**src/rtl/accum_pkg.sv**
```systemverilog
// rtl/accum_pkg.sv - op codes, FSM state type and shared add/sub arithmetic for accum_mc
package accum_pkg;

  localparam logic [1:0] OP_ADD   = 2'b00;
  localparam logic [1:0] OP_SUB   = 2'b01;
  localparam logic [1:0] OP_LOAD  = 2'b10;
  localparam logic [1:0] OP_CLEAR = 2'b11;

  localparam int MAX_W = 64;

  typedef enum logic {IDLE, SWEEP} state_t;

  // Operands are zero-extended to MAX_W; w is the live width. Returns {carry, ovf, result}.
  function automatic logic [MAX_W+1:0] alu_calc(input logic [MAX_W-1:0] a,
                                                input logic [MAX_W-1:0] b,
                                                input logic [1:0]       op,
                                                input logic [6:0]       w);
    logic [MAX_W:0]   full;
    logic [MAX_W-1:0] smask;
    logic [MAX_W-1:0] mask;
    logic             carry;
    logic             ovf;
    logic             sa;
    logic             sb;
    logic             sr;
    smask = MAX_W'(1) << (w - 7'd1);
    mask  = smask | (smask - MAX_W'(1));
    sa    = |(a & smask);
    sb    = |(b & smask);
    carry = 1'b0;
    ovf   = 1'b0;
    case (op)
      OP_ADD:  full = {1'b0, a} + {1'b0, b};
      OP_SUB:  full = {1'b0, a} - {1'b0, b};
      OP_LOAD: full = {1'b0, b};
      default: full = '0;
    endcase
    sr = |(full[MAX_W-1:0] & smask);
    if (op == OP_ADD)
      ovf = (sa == sb) && (sr != sa);
    else if (op == OP_SUB)
      ovf = (sa != sb) && (sr != sa);
    // Bit w of the widened value is the carry out (or borrow for SUB).
    if (op == OP_ADD || op == OP_SUB)
      carry = |(full & ({1'b0, smask} << 1));
    return {carry, ovf, full[MAX_W-1:0] & mask};
  endfunction

endpackage

```
**src/rtl/accum_alu.sv**
```systemverilog
// rtl/accum_alu.sv - combinational accumulator ALU; ACCUM_SAT_EN clamps on signed overflow
module accum_alu
  import accum_pkg::*;
#(
  parameter int N = 8
) (
  input  logic [N-1:0] i_acc,
  input  logic [N-1:0] i_data,
  input  logic [1:0]   i_op,
  output logic [N-1:0] o_result,
  output logic         o_carry,
  output logic         o_ovf
);

  logic [MAX_W+1:0] w_calc;
  logic             w_unused;

  assign w_calc   = alu_calc(MAX_W'(i_acc), MAX_W'(i_data), i_op, 7'(N));
  assign o_carry  = w_calc[MAX_W+1];
  assign o_ovf    = w_calc[MAX_W];
  assign w_unused = &{1'b0, w_calc[MAX_W-1:N]};

`ifdef ACCUM_SAT_EN
  // Overflow direction follows the sign of the old accumulator.
  always_comb begin
    o_result = w_calc[N-1:0];
    if (w_calc[MAX_W] && (i_op == OP_ADD || i_op == OP_SUB))
      o_result = i_acc[N-1] ? {1'b1, {(N-1){1'b0}}} : {1'b0, {(N-1){1'b1}}};
  end
`else
  assign o_result = w_calc[N-1:0];
`endif

endmodule

```
**src/rtl/accum_mc.sv**
```systemverilog
// rtl/accum_mc.sv - CH-channel N-bit accumulator with handshake and clear-all sweep (option: ACCUM_SAT_EN)
module accum_mc
  import accum_pkg::*;
#(
  parameter  int N  = 8,
  parameter  int CH = 4,
  localparam int CW = $clog2(CH)
) (
  input  logic          clk,
  input  logic          aclr,
  input  logic          in_valid,
  output logic          in_ready,
  input  logic [CW-1:0] in_ch,
  input  logic [1:0]    in_op,
  input  logic [N-1:0]  in_data,
  input  logic          clr_all,
  output logic          res_valid,
  output logic [CW-1:0] res_ch,
  output logic [N-1:0]  res_data,
  output logic          res_carry,
  output logic          res_ovf,
  input  logic [CW-1:0] rd_ch,
  output logic [N-1:0]  rd_data,
  output logic          rd_ovf
);

  logic [N-1:0]  r_acc [CH];
  logic [CH-1:0] r_ovf;
  state_t        r_state;
  logic [CW-1:0] r_idx;
  logic          r_ready;

  logic [N-1:0]  w_alu_res;
  logic          w_alu_carry;
  logic          w_alu_ovf;
  logic          w_ovf_new;
  logic          w_accept;
  logic          w_arith;

  accum_alu #(.N(N)) u_alu (
    .i_acc    (r_acc[in_ch]),
    .i_data   (in_data),
    .i_op     (in_op),
    .o_result (w_alu_res),
    .o_carry  (w_alu_carry),
    .o_ovf    (w_alu_ovf)
  );

  assign w_arith   = (in_op == OP_ADD) || (in_op == OP_SUB);
  assign w_ovf_new = w_arith ? (r_ovf[in_ch] | w_alu_ovf) : 1'b0;
  assign w_accept  = in_valid & r_ready & ~clr_all;
  assign in_ready  = r_ready;
  assign rd_data   = r_acc[rd_ch];
  assign rd_ovf    = r_ovf[rd_ch];

  always_ff @(posedge clk or negedge aclr) begin
    if (!aclr) begin
      r_state   <= IDLE;
      r_idx     <= '0;
      r_ready   <= 1'b0;
      r_ovf     <= '0;
      res_valid <= 1'b0;
      res_ch    <= '0;
      res_data  <= '0;
      res_carry <= 1'b0;
      res_ovf   <= 1'b0;
      for (int i = 0; i < CH; i++) r_acc[i] <= '0;
    end else begin
      res_valid <= 1'b0;
      case (r_state)
        IDLE: begin
          r_ready <= 1'b1;
          if (clr_all) begin
            r_state <= SWEEP;
            r_idx   <= '0;
            r_ready <= 1'b0;
          end else if (w_accept) begin
            r_acc[in_ch] <= w_alu_res;
            r_ovf[in_ch] <= w_ovf_new;
            res_valid    <= 1'b1;
            res_ch       <= in_ch;
            res_data     <= w_alu_res;
            res_carry    <= w_alu_carry;
            res_ovf      <= w_ovf_new;
          end
        end
        SWEEP: begin
          r_acc[r_idx] <= '0;
          r_ovf[r_idx] <= 1'b0;
          r_idx        <= r_idx + CW'(1);
          if (r_idx == CW'(CH - 1)) begin
            r_state <= IDLE;
            r_ready <= 1'b1;
          end
        end
        default: r_state <= IDLE;
      endcase
    end
  end

endmodule

```
**config.mk**
```make
export PLATFORM = sky130hd
export DESIGN_NAME = accum_mc
export DESIGN_NICKNAME = d
export VERILOG_FILES = /design/src/rtl/accum_pkg.sv /design/src/rtl/accum_alu.sv /design/src/rtl/accum_mc.sv
export SDC_FILE = /design/constraint.sdc
export NUM_CORES = 1
export LEC_CHECK = 0
export CORE_ASPECT_RATIO = 0.6
export CORE_MARGIN = 10
export CORE_UTILIZATION = 50
export CTS_BUF_LIST = sky130_fd_sc_hd__clkbuf_16
export DETAILED_ROUTE_END_ITERATION = 6
export PLACE_DENSITY_LB_ADDON = 0.1
export SLEW_MARGIN = 20
export SYNTH_ARGS = -nofsm -noshare
export SYNTH_HDL_FRONTEND = slang
export SYNTH_SLANG_ARGS = --single-unit
export TNS_END_PERCENT = 30
```
**constraint.sdc**
```tcl
create_clock -name clk -period 6.2 [get_ports clk]
set_input_delay 1.86 -clock clk [delete_from_list [all_inputs] [get_ports clk]]
set_output_delay 1.86 -clock clk [all_outputs]
set_load 0.05 [all_outputs]
```
==> metrics <==
status complete, no violations; vias in the first global route 2583; area share of the largest cell type after synthesis 42.08%; top post-synthesis cells by area dfrtp_1, mux4_2, o21ai_0, nand3_1, ha_1; total global routing overflow 0; Hold Crit Class reg -> reg; Core ar. 6111 um^2; Setup TNS 0 ps; clk_lat worst skew 280 ps; Syn Area/Cell 10.20 um^2; CTS tree done; Max Cap Viol 0; fraction of layout cells with a size suffix above 1 10.66%; Final Instance Area 3761 um^2; FF-to-FF path depth 10; cell taking the most area after synthesis dfrtp_1; Worst Path Arrival 3850 ps; ys async rst share 100.0%; PwrDens 356.5 nW/um^2; Diodes inserted 0; VDD IR max 0.3122 mV; Post-Syn Nets 341; cell family with most CP delay buffers and inverters; Worst-path clk slew 70 ps; antenna violations before repair 0; Clock Skews 5.167 ps; H-tree depth 2; Final nets 378; Crit path buffers/inverters 3; post-layout util 61.55%; most used cell, CP clkdlybuf4s50_1; vias 2641; most common cell in the netlist dfrtp_1; clock root buffer clkbuf_16; Distinct cells, synth 43; unrepaired setup endpoints after global routing false; min-delay src res_data[3]$_DFFE_PN0P_; CTS Buf Count 5; Max stage delay on crit path 730 ps; post-synthesis sequential area ratio 42.08%; Slew @ Worst Pin 772.4 ps; post-layout min period 5709 ps; synth cell count leaders dfrtp_1, o21ai_0, nand3_1; Initial DRC Count 309; Post-synth EDFFs 0; hold buffer count at cts 0; Post-DP Area 3618 um^2; clk buf depth 2; critical path endpoint category output port; first-pass GRT wire length 13.92 mm; Post-CTS Setup Inserts 0; clk sinks 53; kind of critical path in -> out; fin. max-slew vios 0; main combinational cell family by area after synthesis simple AND/OR/NAND/NOR gates; initial core utilization 51.58%; highest attainable clock frequency 175.2 MHz; cell row count 22; largest net degree at the start of global routing 54; relative slew slack 48.50%; Synth Area in Simple Gates 15.56%; Mapped Area 3152 um^2; crit path max fanout 9; compound-gate portion of the synthesized area 15.05%; Adder-Cell Fraction of Synth Area 5.796%; final worst setup slack 490.7 ps; WP depth 4; Die H 81.50 um; Yosys reg bits 53; fin crit share 92.09%; final hold violation count 0; Final GP Congestion 0.8853; First-pass DRT Iterations 5; R2R Path Start r_acc[24]$_DFFE_PN0P_; worst setup path start rd_ch[0]; P_leak 1.634 nW; total power 1.341 mW; Vias/cell 6.128; dpl cells 423; CP Launch Type primary input; Worst Hold Depth 2; final routed DRC violation total 0; DRT Wirelength 8.473 mm; slowest cell on the critical path clkdlybuf4s50_1; # fillers 533; worst slack at placement 499.1 ps; GRT Total Usage 17.73%; post-synthesis mux area share 14.57%; Post-Synthesis Cells 309; DR WL/cell 19.66 um; post-synthesis xor/xnor area fraction 3.335%; Area Overhead vs Synth 19.33%; Synthesis Warnings 0; ys flop type dfrtp_1; Hold WS 488.2 ps; overall die area 9984 um^2; die width 122.5 um; Critical Path RT 4340 ps; Finish-stage setup viols 0; post-CTS resize count 0; Ports 41; Routed Antenna Nets 0; final non-filler cell total 431; port bufs 40; worst path cell trace clkdlybuf4s50_1, buf_4, mux4_2, clkdlybuf4s50_1; Final HPWL DP 6.193 mm
-- power by group --
part / switching (mW) / leakage [nW] / total [mW] / internal [mW]
Combinational: 0.384 / 0.849 / 0.592 / 0.207
Sequential: 0.0624 / 0.714 / 0.480 / 0.418
Clock: 0.121 / 0.0712 / 0.269 / 0.148
Total: 0.567 / 1.63 / 1.34 / 0.774
-- flip-flops by register name, summed over array words and instances, names as in the netlist --
name / count
res_carry: 1
r_acc: 32
res_ovf: 1
in_ready: 1
res_valid: 1
r_ovf: 4
res_ch: 2
r_idx: 2
res_data: 8
r_state: 1
-- tightest hold or removal path, stage by stage (launching register included) --
cell	delay, ps
dfrtp_1	340
nand2_1	50
o21ai_0	60
-- final timing paths --
| kind | endpoint | slack, ps |
|---|---|---|
| setup / recovery | rd_data[7] | 490 |
| hold / removal | res_data[3]$_DFFE_PN0P_ | 490 |
| setup reg to reg | r_acc[12]$_DFFE_PN0P_ | 3320 |
| hold reg to reg | res_data[3]$_DFFE_PN0P_ | 490 |
| max in group asynchronous | res_carry$_DFFE_PN0P_ | 4050 |
| min in group asynchronous | r_acc[25]$_DFFE_PN0P_ | 1680 |
-- cell type report --
type / count / area, um^2 / area share, %
sequential: 53 / 1326 / 35.26
inverter: 12 / 45.04 / 1.198
clock buffer: 5 / 125.1 / 3.327
multi-input combinational: 229 / 1712 / 45.51
clock inverter: 3 / 17.52 / 0.4657
timing repair buffer: 45 / 430.4 / 11.44
tap: 84 / 105.1 / 2.794
-- kinds of logic (layout without fill, tap and decap cells) --
logic type | Yosys count | count (layout)
buf+inv | 27 | 65
xor+xnor | 12 | 12
compound gates | 80 | 80
simple gates | 101 | 101
mux | 22 | 22
fa+ha+maj | 14 | 14
flops | 53 | 53
-- routing by layer --
metal / wire length (um) / share of wire, % / global-route usage [%] / vias up
met4: 121 / 1.4 / 4.567 / 0
met5: 0 / 0 / 0 / -
met1: 3916 / 46 / 26.05 / 1309
li1: - / - / - / 1203
met3: 928 / 11 / 5.890 / 10
met2: 3507 / 41 / 24.30 / 119
-- cell usage in the layout (no fill, tap or decap), types with 5 or more instances in the layout --
| cell type | n |
|---|---|
| xnor2_1 | 8 |
| o21ai_0 | 39 |
| a21oi_1 | 17 |
| a22oi_1 | 6 |
| buf_4 | 6 |
| nand2_1 | 26 |
| nor2_1 | 20 |
| mux4_2 | 18 |
| ha_1 | 13 |
| inv_1 | 11 |
| nand3_1 | 33 |
| dfrtp_1 | 53 |
| clkbuf_16 | 5 |
| clkdlybuf4s50_1 | 38 |
(Power assumes the default switching activity.)
